File: config.mk
export PLATFORM = sky130hd
export DESIGN_NAME = jtag_cfg_driver
export DESIGN_NICKNAME = d
export VERILOG_FILES = /design/src/rtl/jtag_cfg_driver.sv
export SDC_FILE = /design/constraint.sdc
export NUM_CORES = 1
export LEC_CHECK = 0
export ABC_AREA = 1
export CORE_MARGIN = 2
export CORE_UTILIZATION = 35
export DETAILED_ROUTE_END_ITERATION = 7
export PLACE_DENSITY = 0.65
export REMOVE_ABC_BUFFERS = 1
export SYNTH_ARGS = -nofsm -noshare
export SYNTH_HDL_FRONTEND = slang
export SYNTH_SLANG_ARGS = --single-unit
File: constraint.sdc
create_clock -name iClk -period 1.8 [get_ports iClk]
set_input_delay 0.36 -clock iClk [delete_from_list [all_inputs] [get_ports iClk]]
set_output_delay 0.36 -clock iClk [all_outputs]
set_load 0.01 [all_outputs]
File: src/rtl/jtag_cfg_driver.sv
`default_nettype none
// +----------------------------------------------------------------------+
// | Module   : jtag_cfg_driver                                           |
// | Purpose  : JTAG master; loads the config IR once after reset, then   |
// |            pushes each accepted byte LSB-first through one DR scan.  |
// | Option   : JTAG_CFG_READBACK_EN adds TDO capture (oCapDat/oCapVld)   |
// | Revision : 1.0                                                       |
// +----------------------------------------------------------------------+
module jtag_cfg_driver #(
  parameter int                CLK_DIV = 2,
  parameter int                IR_LEN  = 4,
  parameter logic [IR_LEN-1:0] IR_CODE = 4'b0010
) (
  input  logic       iClk,
  input  logic       iRst,
  input  logic [7:0] iDat,
  input  logic       iValid,
  output logic       oReady,
  output logic       oBusy,
  output logic       oTck,
  output logic       oTms,
  output logic       oTdi,
  input  logic       iTdo,
  output logic [7:0] oCapDat,
  output logic       oCapVld
);

  localparam int c_phW      = (CLK_DIV > 1) ? $clog2(CLK_DIV) : 1;
  localparam int c_irSeqLen = IR_LEN + 6;
  localparam int c_drSeqLen = 13;
  localparam int c_maxSeq   = (c_irSeqLen > c_drSeqLen) ? c_irSeqLen : c_drSeqLen;
  localparam int c_cntW     = $clog2(c_maxSeq + 1);
  localparam int c_shW      = (IR_LEN > 8) ? IR_LEN : 8;
  localparam logic [c_phW-1:0] c_phMax = c_phW'(CLK_DIV - 1);

  typedef enum logic [2:0] {
    T_RESET = 3'd0,
    T_RTI   = 3'd1,
    IR_LOAD = 3'd2,
    READY   = 3'd3,
    DR_SCAN = 3'd4
  } state_t;

  state_t             r_state;
  logic [c_cntW-1:0]  r_cnt;     // TCK rises completed in the current state
  logic [c_phW-1:0]   r_phase;
  logic [c_shW-1:0]   r_shift;

  state_t             w_nxtState;
  logic [c_cntW-1:0]  w_nxtCnt;
  logic               w_nxtTms;
  logic               w_nxtTdi;
  logic               w_run;
  logic               w_tick;
  logic               w_rise;
  logic               w_fall;

  function automatic int seqLen(input state_t s);
    case (s)
      T_RESET: return 5;
      T_RTI:   return 1;
      IR_LOAD: return c_irSeqLen;
      DR_SCAN: return c_drSeqLen;
      default: return 0;
    endcase
  endfunction

  function automatic logic isShift(input state_t s, input int n);
    case (s)
      IR_LOAD: return (n >= 4) && (n < 4 + IR_LEN);
      DR_SCAN: return (n >= 3) && (n < 11);
      default: return 1'b0;
    endcase
  endfunction

  // READY parks TMS high so the next scan starts with Select-DR already set up.
  function automatic logic tmsFor(input state_t s, input int n);
    case (s)
      T_RTI:   return 1'b0;
      IR_LOAD: return (n < 2) || (n == 3 + IR_LEN) || (n == 4 + IR_LEN);
      DR_SCAN: return (n == 0) || (n == 10) || (n == 11);
      default: return 1'b1;
    endcase
  endfunction

  assign w_run  = (r_state != READY);
  assign w_tick = w_run && (r_phase == c_phMax);
  assign w_rise = w_tick && !oTck;
  assign w_fall = w_tick && oTck;

  always_comb begin
    w_nxtState = r_state;
    w_nxtCnt   = r_cnt;
    if (int'(r_cnt) == seqLen(r_state)) begin
      w_nxtCnt = '0;
      case (r_state)
        T_RESET: w_nxtState = T_RTI;
        T_RTI:   w_nxtState = IR_LOAD;
        default: w_nxtState = READY;
      endcase
    end
    w_nxtTms = tmsFor(w_nxtState, int'(w_nxtCnt));
    w_nxtTdi = isShift(w_nxtState, int'(w_nxtCnt)) ? r_shift[0] : 1'b0;
  end

  always_ff @(posedge iClk) begin
    if (iRst) begin
      r_state <= T_RESET;
      r_cnt   <= '0;
      r_phase <= '0;
      r_shift <= c_shW'(IR_CODE);
      oTck    <= 1'b0;
      oTms    <= 1'b1;
      oTdi    <= 1'b0;
      oReady  <= 1'b0;
      oBusy   <= 1'b1;
    end else if (!w_run) begin
      if (iValid && oReady) begin
        r_state <= DR_SCAN;
        r_cnt   <= '0;
        r_shift <= c_shW'(iDat);
        oReady  <= 1'b0;
        oBusy   <= 1'b1;
      end
    end else begin
      r_phase <= w_tick ? '0 : r_phase + c_phW'(1);
      if (w_tick) oTck <= !oTck;
      if (w_rise) begin
        r_cnt <= r_cnt + c_cntW'(1);
        if (isShift(r_state, int'(r_cnt))) r_shift <= r_shift >> 1;
      end
      // All TMS/TDI changes and state transitions happen on the TCK fall.
      if (w_fall) begin
        r_state <= w_nxtState;
        r_cnt   <= w_nxtCnt;
        oTms    <= w_nxtTms;
        oTdi    <= w_nxtTdi;
        if (w_nxtState == READY) begin
          oReady <= 1'b1;
          oBusy  <= 1'b0;
        end
      end
    end
  end

`ifdef JTAG_CFG_READBACK_EN
  always_ff @(posedge iClk) begin
    if (iRst) begin
      oCapDat <= '0;
      oCapVld <= 1'b0;
    end else begin
      oCapVld <= w_rise && (r_state == DR_SCAN) && (int'(r_cnt) == 11);
      if (w_rise && (r_state == DR_SCAN) && isShift(r_state, int'(r_cnt)))
        oCapDat <= {iTdo, oCapDat[7:1]};
    end
  end
`else
  logic w_unusedTdo;
  assign w_unusedTdo = iTdo;
  assign oCapDat     = '0;
  assign oCapVld     = 1'b0;
`endif

endmodule
`default_nettype wire
* Yosys cells after proc, flatten, opt, wreduce, memory -nomap -nowiden
Cells that the tools add are included.
Word-level totals: output and inout port bits 14, memories kept 0, bits in latches 0, input bits 12, word-level logic and storage cells 91, ROM bits 0, register bits 21, bits in writable memories 0
Cells by class: add/sub/neg operators 2, order comparisons 9, multiply operators 0, muxes and demuxes 31, reductions and logical operators 22, eq/ne operators 18, bitwise gates (word level) 0, divide/modulo/power cells 0, shift-type cells 0
Operators by type and width (number):
- 5-bit by 32-bit == test with 1-bit output | 1
- 8-bit two-way mux | 4
- 4-bit two-way mux | 5
- 4-bit == test (second input constant) | 4
- 4-bit < comparator (second input constant) | 4
- 4-bit one-hot mux with 4 select lines | 1
- 1-bit two-way mux | 13
- 3-bit two-way mux | 4
- 3-bit by 2-bit == test with 1-bit output (second input constant) | 3
- 4-bit by 2-bit greater-or-equal comparator with 1-bit output (second input constant) | 2
- 4-bit by 3-bit greater-or-equal comparator with 1-bit output (second input constant) | 2
- 1-bit logical AND | 8
- 2-bit by 1-bit inequality test with 1-bit output (second input constant) | 4
- 2-bit AND reduction | 4
- 3-bit by 1-bit == test with 1-bit output (second input constant) | 2
- 3-bit == test (second input constant) | 2
- 3-bit AND reduction | 2
- 4-bit by 1-bit adder with 4-bit output (second input constant) | 1
- 4-bit zero test | 1
- 1-bit logical OR | 4
- 4-bit by 2-bit < comparator with 1-bit output (second input constant) | 1
- 1-bit one-hot mux with 2 select lines | 2
- 2-bit one-hot mux with 2 select lines | 1
- 3-bit zero test | 1
- other kinds (6) | 6

* Logic depth before layout (Yosys ltp)
Gate-level depths: netlist (run 1).
depth after elaboration 9, gate-level depth with buffers 15, mapped depth without buffers 14

* Worst setup path after synthesis (run 1)
No wires, ideal clock.
path type register to register, from register r_cnt[1], to register oTms, data arrival time 1.462 ns, path buffers 2, clock period less this slack 1.577 ns, library setup time 0.115 ns, data required time 1.685 ns, slack 0.223 ns, stages on the path, launching flop included 16, cell sequence dfxtp_1 clkbuf_2 inv_1 nand3_1 nand2_1 nor2_4 nand3_4 buf_8 nand2_4 nand2_2 inv_2 nand2_1 nand3_1 nand3_1 nand2_1 nand2_1
Between the ends: word-level cells in the longest chain between the ends 6, elaborated cells between the ends (all ways) 17, classes of those cells 1 x order compare; 8 x eq/ne; 3 x mux; 5 x reduce/logical
RTL lines:
- from (decl) | RTL line 45 | logic [c_cntW-1:0] r_cnt;
- from (signal assigned) | RTL line 129 | r_cnt <= r_cnt + c_cntW'(1);
- from (signal assigned) | RTL line 135 | r_cnt <= w_nxtCnt;
- 5-bit by 32-bit == test with 1-bit output | RTL line 94 | if (int'(r_cnt) == seqLen(r_state)) begin
- 4-bit two-way mux | RTL line 94
- 4-bit by 2-bit < comparator with 1-bit output (tied with other cells) | RTL line 80 | IR_LOAD: return (n < 2) || (n == 3 + IR_LEN) || (n == 4 + IR_LEN);
- 1-bit logical OR (on tied branches) (2 in series) | RTL line 80, 81
- 1-bit one-hot mux with 3 select lines * | RTL line 78 | case (s)
- to (signal assigned) | RTL line 136 | oTms <= w_nxtTms;
- to (decl) | RTL line 21 | output logic oTms,
Every way passes the cells marked *; elsewhere a longest branch is shown, timed or not. A chain may end at the register's enable or synchronous reset.

* Final worst setup path (run 1)
from register r_state[1], to register oTms
Between the ends: word-level cells in the longest chain between the ends 8, elaborated cells between the ends (all ways) 27, classes of those cells 1 x order compare; 12 x eq/ne; 5 x mux; 9 x reduce/logical
RTL lines:
- from (decl) | RTL line 44 | state_t r_state;
- from (signal assigned) | RTL line 134 | r_state <= w_nxtState;
- 3-bit == test (tied with other cells) | RTL line 59 | case (s)
- 4-bit one-hot mux with 4 select lines | RTL line 59
- 5-bit by 32-bit == test with 1-bit output | RTL line 94
- 4-bit two-way mux | RTL line 94
- 4-bit by 2-bit < comparator with 1-bit output (tied with other cells) | RTL line 80
- 1-bit logical OR (on tied branches) (2 in series) | RTL line 80, 81
- 1-bit one-hot mux with 3 select lines | RTL line 78
Parallel ways exist; a longest one is shown, timed or not.

==> flow_summary.json, run 1 <==
{
  "cts_buffers": 3,
  "place_congestion": 0.8526,
  "port-buffer-count": 15,
  "dieArea_um2": 4572,
  "detail_route.first_pass.iterations": 4,
  "multi_input_area_um2": 853.3,
  "yosysTopAreaCell": "dfxtp_1",
  "ys_top_cells_by_count": "nand2_1, dfxtp_1, inv_1, nor2_1, buf_4",
  "layoutNonFillerInstCount": 291,
  "cts_max_level": 1,
  "grt_pass1_vias": 1204,
  "clkLatencyLatePin_ns": 0.26,
  "pwr-share-clk_pct": 31.2,
  "syn_avg_cell_area_um2": 6.876,
  "post_drt_wl_per_cell_um": 11.59,
  "cp-start-kind": "flop",
  "yosysMostFrequentCell": "nand2_1",
  "synth_top_area_share_pct": 29.68,
  "synthTopCellsByArea": "dfxtp_1, nand2_1, buf_4, nand2_2, inv_1",
  "hp-class": "reg -> reg",
  "regArea_um2": 435.4,
  "layout_min_cycle_time_ns": 1.725,
  "finClkSkew_ns": 0.003165,
  "comb_power_share_pct": 20.8,
  "outcome": "complete, no violations",
  "setup_tns_ns": 0,
  "area_growth_pct": 29.42,
  "r2r-start": "r_state[1]",
  "dp.cells": 277,
  "synth_edf_count": 0,
  "power_density_nw_per_um2": 556.4,
  "placed_area_um2": 1647,
  "final_util_pct": 46.49,
  "ios": 26,
  "yosys_register_bits": 21,
  "synth-async-reset-ratio_pct": 0,
  "first_iter_violations": 45,
  "nets": 255,
  "maxCapViolCount": 0,
  "finalSetupViolCount": 0,
  "fmax_mhz": 579.7,
  "ys_warn_count": 0,
  "pre_cts_ws_ns": 0.01005,
  "cts-hold-fix-buffers": 0,
  "num_vias": 1397,
  "drcViolationCount": 0,
  "design_area_um2": 1833,
  "ys_seq_area_share_pct": 29.68,
  "critical_path.max_fanout": 6,
  "switchingPower_mw": 0.2961,
  "die_w_um": 67.62,
  "p_int_mw": 0.7237,
  "ir_drop_mv": 0.4615,
  "hold_start": "r_shift[7]",
  "hpwl_um": 2532,
  "synth.cell_area_um2": 1416,
  "power_frac_seq_pct": 48.0,
  "cts_buffer_depth": 2,
  "crit_type": "reg -> reg",
  "cts.sinks": 21,
  "leakage_nw": 0.7890,
  "fillers": 393,
  "fp-row-count": 23,
  "cp_data_required_time_ns": 1.96,
  "worstRegToRegCells": 15,
  "cts_tree": "yes",
  "synth-main-ff-cell": "dfxtp_1",
  "coreArea_um2": 3943,
  "grt-ovfl-total": 0,
  "wirelength_um": 3373,
  "r2r-end": "oTms",
  "min_period_over_period_pct": 95.83,
  "cp-end-kind": "flop",
  "fin_ws_ns": 0.07500,
  "antenna_found_initial": 0,
  "power_mw": 1.020,
  "r2r_slack_ns": 0.08,
  "arrival_ns": 1.89,
  "rsz0062_at_grt": "true",
  "startpoint": "r_state[1]",
  "grt_pass1_wl_um": 5395,
  "min_path_cells": 2,
  "cp-endpoint": "oTms",
  "whs_ns": 0.4662,
  "hold_viol_final": 0,
  "avgViaCountPerCell": 4.801,
  "clk_pin_slew_ns": 0.08,
  "swShare_pct": 29.04,
  "drive_gt1_share_pct": 31.54,
  "drv_slew": 0,
  "post_synth_num_cell_types": 34,
  "n_antenna_cell": 0,
  "grtUsageTotal_pct": 15.57,
  "fp.dieH_um": 67.62,
  "start_util_pct": 35.93,
  "synthCells": 206,
  "cts_root_buf": "clkbuf_8",
  "grt_max_degree": 13,
  "drtAntennaViolNets": 0
}
## cell families (layout without fill, tap and decap cells)
| family | count (synthesis) | count (layout) | share of synthesized area (%) |
|---|---|---|---|
| and+or+nand+nor | 103 | 103 | 35.78 |
| AOI/OAI and AO/OA | 40 | 40 | 18.11 |
| buffers and inverters | 39 | 66 | 14.66 |
| DFF | 21 | 21 | 29.68 |
| adders and majority gates | 1 | 1 | 0.8833 |
| other | 1 | 9 | 0.2648 |
| xor gates and xnor gates | 1 | 1 | 0.6185 |
## power by group through the flow
| stage | Clock [mW] | Combinational [mW] | Sequential (mW) |
|---|---|---|---|
| after global placement | 0 | 0.189 | 0.502 |
| after CTS | 0.326 | 0.190 | 0.492 |
| after floorplan | 0 | 0.108 | 0.507 |
| after global routing | 0.344 | 0.236 | 0.492 |
| final | 0.318 | 0.212 | 0.490 |
| after detailed placement | 0 | 0.189 | 0.503 |
## critical path, stage by stage (launching register included)
cell and delay (ns):
dfxtp_4 0.38, inv_4 0.09, nor2_2 0.05, nand3_1 0.09, nand2_2 0.07, nor2_4 0.14, nand3_4 0.14, buf_6 0.16
nand2_2 0.07, nor2_2 0.04, nand2_1 0.05, nand2_1 0.06, nand2_1 0.06, nand3_1 0.09, nand2_1 0.08, nand2_1 0.05
## flip-flops by register name (all words and copies together), names as in the netlist
| signal | flops |
|---|---|
| oReady | 1 |
| oTdi | 1 |
| r_state | 3 |
| oTms | 1 |
| r_cnt | 4 |
| oBusy | 1 |
| oTck | 1 |
| r_shift | 8 |
| r_phase | 1 |
## cells in the final DEF, fill, tap and decap left out, types with 2 or more instances in the layout
master / netlist / routed
a31oi_1: 7 / 7
conb_1: 1 / 9
nor2_1: 14 / 12
dfxtp_2: 0 / 3
nand3_1: 11 / 11
nand2_4: 2 / 2
nand2_1: 53 / 46
o21ai_0: 7 / 7
clkbuf_8: 0 / 3
buf_6: 0 / 2
clkdlybuf4s50_1: 0 / 15
buf_4: 13 / 23
dfxtp_4: 0 / 3
o31ai_1: 2 / 2
nand4_1: 2 / 2
o21ai_1: 5 / 5
nor2_2: 4 / 5
dfxtp_1: 21 / 15
a21oi_1: 9 / 9
inv_2: 7 / 4
a221oi_1: 3 / 3
inv_4: 0 / 3
inv_1: 15 / 15
nor2_4: 3 / 4
nand2_2: 10 / 17
nand3_4: 1 / 2
## metal layers
layer	wire (µm)	up-vias	global-route usage (%)
met5	0	-	0
met2	1684	34	26.10
met3	85	2	2.000
met4	24	0	5.102
li1	-	732	-
met1	1579	629	20.51
## layout make-up
class                   instances  area share (%)
clock buffers                   3           2.253
clock inverters                 1          0.2730
inverters                      22           4.915
multi-input cells             154           46.55
flip-flops and latches         21           23.75
well taps                      50           3.413
repair buffers                 40           18.84
## what timing repair did
action / 4_1_cts / 5_1_grt
buffers inserted: 0 / 10
pin swaps: 0 / 6
endpoints found under the setup margin: 1 / 9
endpoints found under the hold margin: 0 / 0
resized for setup: 1 / 24
## how the worst min path moves through the flow
stage | to | slack, ns
final | r_shift[7] | 0.47
after global routing | r_shift[7] | 0.49
after CTS | r_shift[7] | 0.47
after detailed placement | r_shift[7] | 0.46
after global placement | oTms | 0.45
after floorplan | oTdi | 0.42
Note: power is estimated with default switching activity, not from simulation.
==> inputs of run 2 (changes only) <==
- CORE_UTILIZATION: 35 -> 52
- PLACE_DENSITY: 0.65 -> 0.87
==> run 2 against run 1 <==
  * Design area decreased by 4.1%
  * Wire length decreased by 0.12%
  * Register-to-register slack got worse by 0.06 ns
  * Setup slack got worse by 0.056 ns
  * Combinational power decreased by 2%
  * Sequential power about the same
  * Sequential share of layout area increased by 0.87 points
  * Non-clock buffer count decreased by 9
  * Hold slack improved by 0.0033 ns
  * First-iteration DRC count increased by 56%
  * Cell count decreased by 10%
  * Critical path type unchanged
  * Critical endpoint is now oTdi
  * Largest cell class unchanged
  * Largest power group unchanged
==> flow_summary.json, run 2 (same netlist as run 1, synthesis figures left out) <==
{
  "outcome": "complete, no violations",
  "leakage_nw": 0.7675,
  "detail_route.first_pass.iterations": 5,
  "power_density_nw_per_um2": 528.5,
  "place_congestion": 0.8729,
  "post_drt_wl_per_cell_um": 12.86,
  "cts_tree": "yes",
  "cts_buffers": 3,
  "wirelength_um": 3369,
  "power_mw": 0.9290,
  "switchingPower_mw": 0.2830,
  "fillers": 216,
  "fin_ws_ns": 0.01874,
  "pre_cts_ws_ns": 0.001011,
  "arrival_ns": 2.04,
  "cp_data_required_time_ns": 2.05,
  "drive_gt1_share_pct": 29.31,
  "swShare_pct": 30.46,
  "fp-row-count": 18,
  "layout_min_cycle_time_ns": 1.781,
  "cts_buffer_depth": 2,
  "grt_max_degree": 13,
  "antenna_found_initial": 0,
  "ios": 26,
  "cp-start-kind": "flop",
  "cts.sinks": 21,
  "reg.largest.list": "r_shift (8), r_cnt (4), r_state (3)",
  "p_int_mw": 0.6460,
  "hold_viol_final": 0,
  "avgViaCountPerCell": 5.385,
  "port-buffer-count": 15,
  "comb_power_share_pct": 22.3,
  "crit_type": "reg -> reg",
  "area_growth_pct": 24.12,
  "num_vias": 1411,
  "maxCapViolCount": 0,
  "cts-hold-fix-buffers": 0,
  "die_w_um": 56.19,
  "fmax_mhz": 561.4,
  "clkLatencyLatePin_ns": 0.31,
  "clk_pin_slew_ns": 0.12,
  "critical_path.max_fanout": 7,
  "placed_area_um2": 1604,
  "coreArea_um2": 2522,
  "pwr-share-clk_pct": 25.0,
  "min_period_over_period_pct": 98.96,
  "cts_max_level": 1,
  "largest_register_ffs": 8,
  "mostFrequentLayoutCells": "nand2_1, dfxtp_1, nand2_2, inv_1, clkdlybuf4s50_1",
  "hpwl_um": 2350,
  "finalSetupViolCount": 0,
  "drv_slew": 0,
  "grt_pass1_vias": 1206,
  "drtAntennaViolNets": 0,
  "grt-ovfl-total": 0,
  "hp-class": "reg -> reg",
  "layoutNonFillerInstCount": 262,
  "setup_tns_ns": 0,
  "grtUsageTotal_pct": 20.05,
  "nets": 246,
  "grt_pass1_wl_um": 5099,
  "power_frac_seq_pct": 52.6,
  "dieArea_um2": 3157,
  "start_util_pct": 56.15,
  "dp.cells": 253,
  "rsz0062_at_grt": "true",
  "first_iter_violations": 70,
  "regArea_um2": 432.9,
  "ir_drop_mv": 0.5058,
  "drcViolationCount": 0,
  "cts_root_buf": "clkbuf_4",
  "finClkSkew_ns": 0.004961,
  "n_antenna_cell": 0,
  "top_register": "r_shift",
  "final_common_cell": "nand2_1",
  "design_area_um2": 1758,
  "cp-end-kind": "flop",
  "multi_input_area_um2": 880.8,
  "fp.dieH_um": 56.19
}
[run 2: layout make-up]
cell class	instances	area share (%)
sequential	21	24.63
clock inverter	1	0.2847
timing repair buffer	31	16.30
clock buffer	3	1.281
tap	30	2.135
inverter	22	5.267
multi-input combinational	154	50.11
[run 2: worst paths after layout]
check                                start  endpoint  slack (ns)  depth (start not counted)
worst max-delay path            r_state[1]      oTdi        0.02                         14
worst min-delay path                 oBusy     oBusy        0.47                          2
worst max register to register  r_state[1]      oTdi        0.02                         14
worst min register to register       oBusy     oBusy        0.47                          2
[run 2: power by group through the flow]
stage / Clock, mW / Sequential (mW) / Combinational (mW)
3_5_place_dp: 0 / 0.501 / 0.188
2_1_floorplan: 0 / 0.507 / 0.108
5_1_grt: 0.252 / 0.491 / 0.228
6_report: 0.233 / 0.489 / 0.207
3_3_place_gp: 0 / 0.500 / 0.185
4_1_cts: 0.233 / 0.491 / 0.189
[run 2: routing by layer]
metal / GRT usage, % / share of wire (%) / vias to the layer above
li1: - / - / 715
met1: 25.21 / 43 / 639
met2: 34.45 / 50 / 49
met3: 2.791 / 5.0 / 8
met4: 7.483 / 2.1 / 0
met5: 0 / 0 / -
[run 2: timing repair]
item | CTS | global route
setup endpoints to repair | 2 | 12
gates resized for setup | 1 | 28
buffers inserted | 0 | 5
endpoints found under the hold margin | 0 | 0
pin swaps | 0 | 9
[run 2: critical path, cell delays in order (launching register included)]
cell and delay (ns):
dfxtp_4 0.40, nor2_4 0.16, nand2_2 0.09, nand2_1 0.07
nand2_1 0.07, nand2_2 0.10, nand3_4 0.13, buf_12 0.17
nand2_4 0.06, nand2_2 0.07, nand2_1 0.06, nand2_1 0.05
nor2_2 0.09, nand2_1 0.08, a21oi_2 0.12
[run 2: through the flow]
| step | utilization [%] | hold WS [ns] |
|---|---|---|
| 2_1_floorplan | - | 0.4224 |
| 3_3_place_gp | 63.59 | 0.4504 |
| 3_5_place_dp | 63.59 | 0.4554 |
| 4_1_cts | 64.73 | 0.4721 |
| 5_1_grt | 69.69 | 0.4930 |
| 6_report | 69.69 | 0.4695 |
==> inputs of run 3 (changes only) <==
- CORE_UTILIZATION: 52 -> 29
- PLACE_DENSITY: 0.87 -> 0.57
- SLEW_MARGIN: unset -> 20
==> run 3 against run 2 <==
  * Clock skew about the same
  * Register-to-register slack improved by 0.04 ns
  * Largest power group unchanged
  * Total power increased by 9.1%
  * Critical path depth increased by 1
  * Largest cell class unchanged
  * Count of clock-buffer cells in the layout increased by 1
  * Maximum frequency increased by 2.3%
  * Setup slack improved by 0.041 ns
  * Sequential cell count unchanged
  * Non-clock buffer count increased by 2
  * Hold slack got worse by 0.0054 ns
  * Design area increased by 4.4%
==> flow_summary.json, run 3 (same netlist as run 1, synthesis figures left out) <==
{
  "crit_family": "simple AND/OR/NAND/NOR gates",
  "finalSetupViolCount": 0,
  "die_w_um": 73.89,
  "cts-hold-fix-buffers": 0,
  "crit_type": "reg -> reg",
  "detail_route.first_pass.iterations": 4,
  "final_common_cell": "nand2_1",
  "place_congestion": 0.8276,
  "rsz0062_at_grt": "true",
  "cts_tree": "yes",
  "placed_area_um2": 1673,
  "maxCapViolCount": 0,
  "dieArea_um2": 5459,
  "power_density_nw_per_um2": 552.2,
  "r2r-start": "r_state[1]",
  "cts_buffers": 3,
  "cp_data_required_time_ns": 1.96,
  "fmax_mhz": 574.6,
  "critical_path.max_fanout": 8,
  "antenna_found_initial": 0,
  "finClkSkew_ns": 0.004706,
  "ir_drop_mv": 0.5377,
  "clk_pin_slew_ns": 0.08,
  "coreArea_um2": 4723,
  "worstPathCellList": "nor2_4, nand2_2, nand2_1, nand2_1, nand2_2, nand3_4, buf_12, nand2_4, nand2_4, inv_4, nand2_1, nand3_1, nand3_2, nand2_2, nand2_1",
  "setup_tns_ns": 0,
  "cts_root_buf": "clkbuf_8",
  "start_util_pct": 29.99,
  "min_period_over_period_pct": 96.69,
  "area_growth_pct": 29.59,
  "first_iter_violations": 96,
  "grtUsageTotal_pct": 13.20,
  "grt-ovfl-total": 0,
  "mostFrequentLayoutCells": "nand2_1, dfxtp_1, buf_4, inv_1, clkdlybuf4s50_1",
  "n_antenna_cell": 0,
  "cpPeakStageDelay_ns": 0.39,
  "leakage_nw": 0.7750,
  "whs_ns": 0.4642,
  "clkLatencyLatePin_ns": 0.26,
  "drcViolationCount": 0,
  "post_drt_wl_per_cell_um": 11.06,
  "slowest_stage": "dfxtp_4",
  "drtAntennaViolNets": 0,
  "fp.dieH_um": 73.89,
  "cts.sinks": 21,
  "num_vias": 1364,
  "grt_pass1_vias": 1304,
  "outcome": "complete, no violations",
  "cts_buffer_depth": 2,
  "port-buffer-count": 15,
  "design_area_um2": 1836,
  "ios": 26,
  "top_register": "r_shift",
  "avgViaCountPerCell": 4.532,
  "grt_pass1_wl_um": 5699,
  "hold_viol_final": 0,
  "layout_min_cycle_time_ns": 1.740,
  "nets": 248,
  "largest_register_ffs": 8,
  "cp-end-kind": "flop",
  "crit_path_frequent_cell": "nand2_1",
  "cts_max_level": 1,
  "cp-start-kind": "flop",
  "crit_buf_inv": 2,
  "hpwl_um": 2479,
  "hp-class": "reg -> reg",
  "drive_gt1_share_pct": 28.21,
  "arrival_ns": 1.90,
  "fp-row-count": 25,
  "power_mw": 1.014,
  "grt_max_degree": 13,
  "reg.largest.list": "r_shift (8), r_cnt (4), r_state (3)",
  "wirelength_um": 3328,
  "drv_slew": 0,
  "startpoint": "r_state[1]",
  "hold_start": "oBusy"
}
[run 3: worst paths after layout]
check        endpoint  slack [ns]  depth (start not counted)
max              oTms        0.06                         15
min             oBusy        0.46                          2
min reg2reg     oBusy        0.46                          2
max reg2reg      oTms        0.06                         15
[run 3: layout make-up]
type | instances | area, µm²
Clock buffer | 4 | 45.04
Timing Repair Buffer | 33 | 297.8
Sequential cell | 21 | 430.4
Multi-Input combinational cell | 154 | 880.8
Fill cell | 488 | 2888
Inverter | 22 | 97.59
Tap cell | 67 | 83.83
[run 3: worst min-delay path, stage by stage (launching register included)]
cell     delay, ns
dfxtp_1       0.32
o31ai_1       0.06
nand2_1       0.04
[run 3: stage by stage]
step           cells  worst slack [ns]  util [%]
6_report         301           0.05954     38.86
5_1_grt          301          -0.06590     38.86
4_1_cts          297          0.002807     36.37
3_5_place_dp     293           0.02167     35.42
3_3_place_gp     293          0.005608     35.42
2_1_floorplan    197           0.05055         -
[run 3: layer usage]
layer / share of wire [%] / vias up / GRT usage (%) / routed length (µm)
met5: 0 / - / 0 / 0
met4: 0.42 / 0 / 1.616 / 14
met3: 4.1 / 2 / 3.429 / 136
met2: 49 / 30 / 23.02 / 1620
met1: 47 / 618 / 16.75 / 1556
li1: - / 714 / - / -
[run 3: power breakdown]
part	leakage (nW)	total (mW)	internal [mW]	switching (mW)
Combinational	0.579	0.212	0.0927	0.119
Sequential	0.173	0.489	0.476	0.0134
Clock	0.0228	0.313	0.158	0.155
[run 3: what timing repair did]
action | CTS | global route
setup buffers | 0 | 4
setup endpoints to repair | 0 | 13
resized for setup | 0 | 29
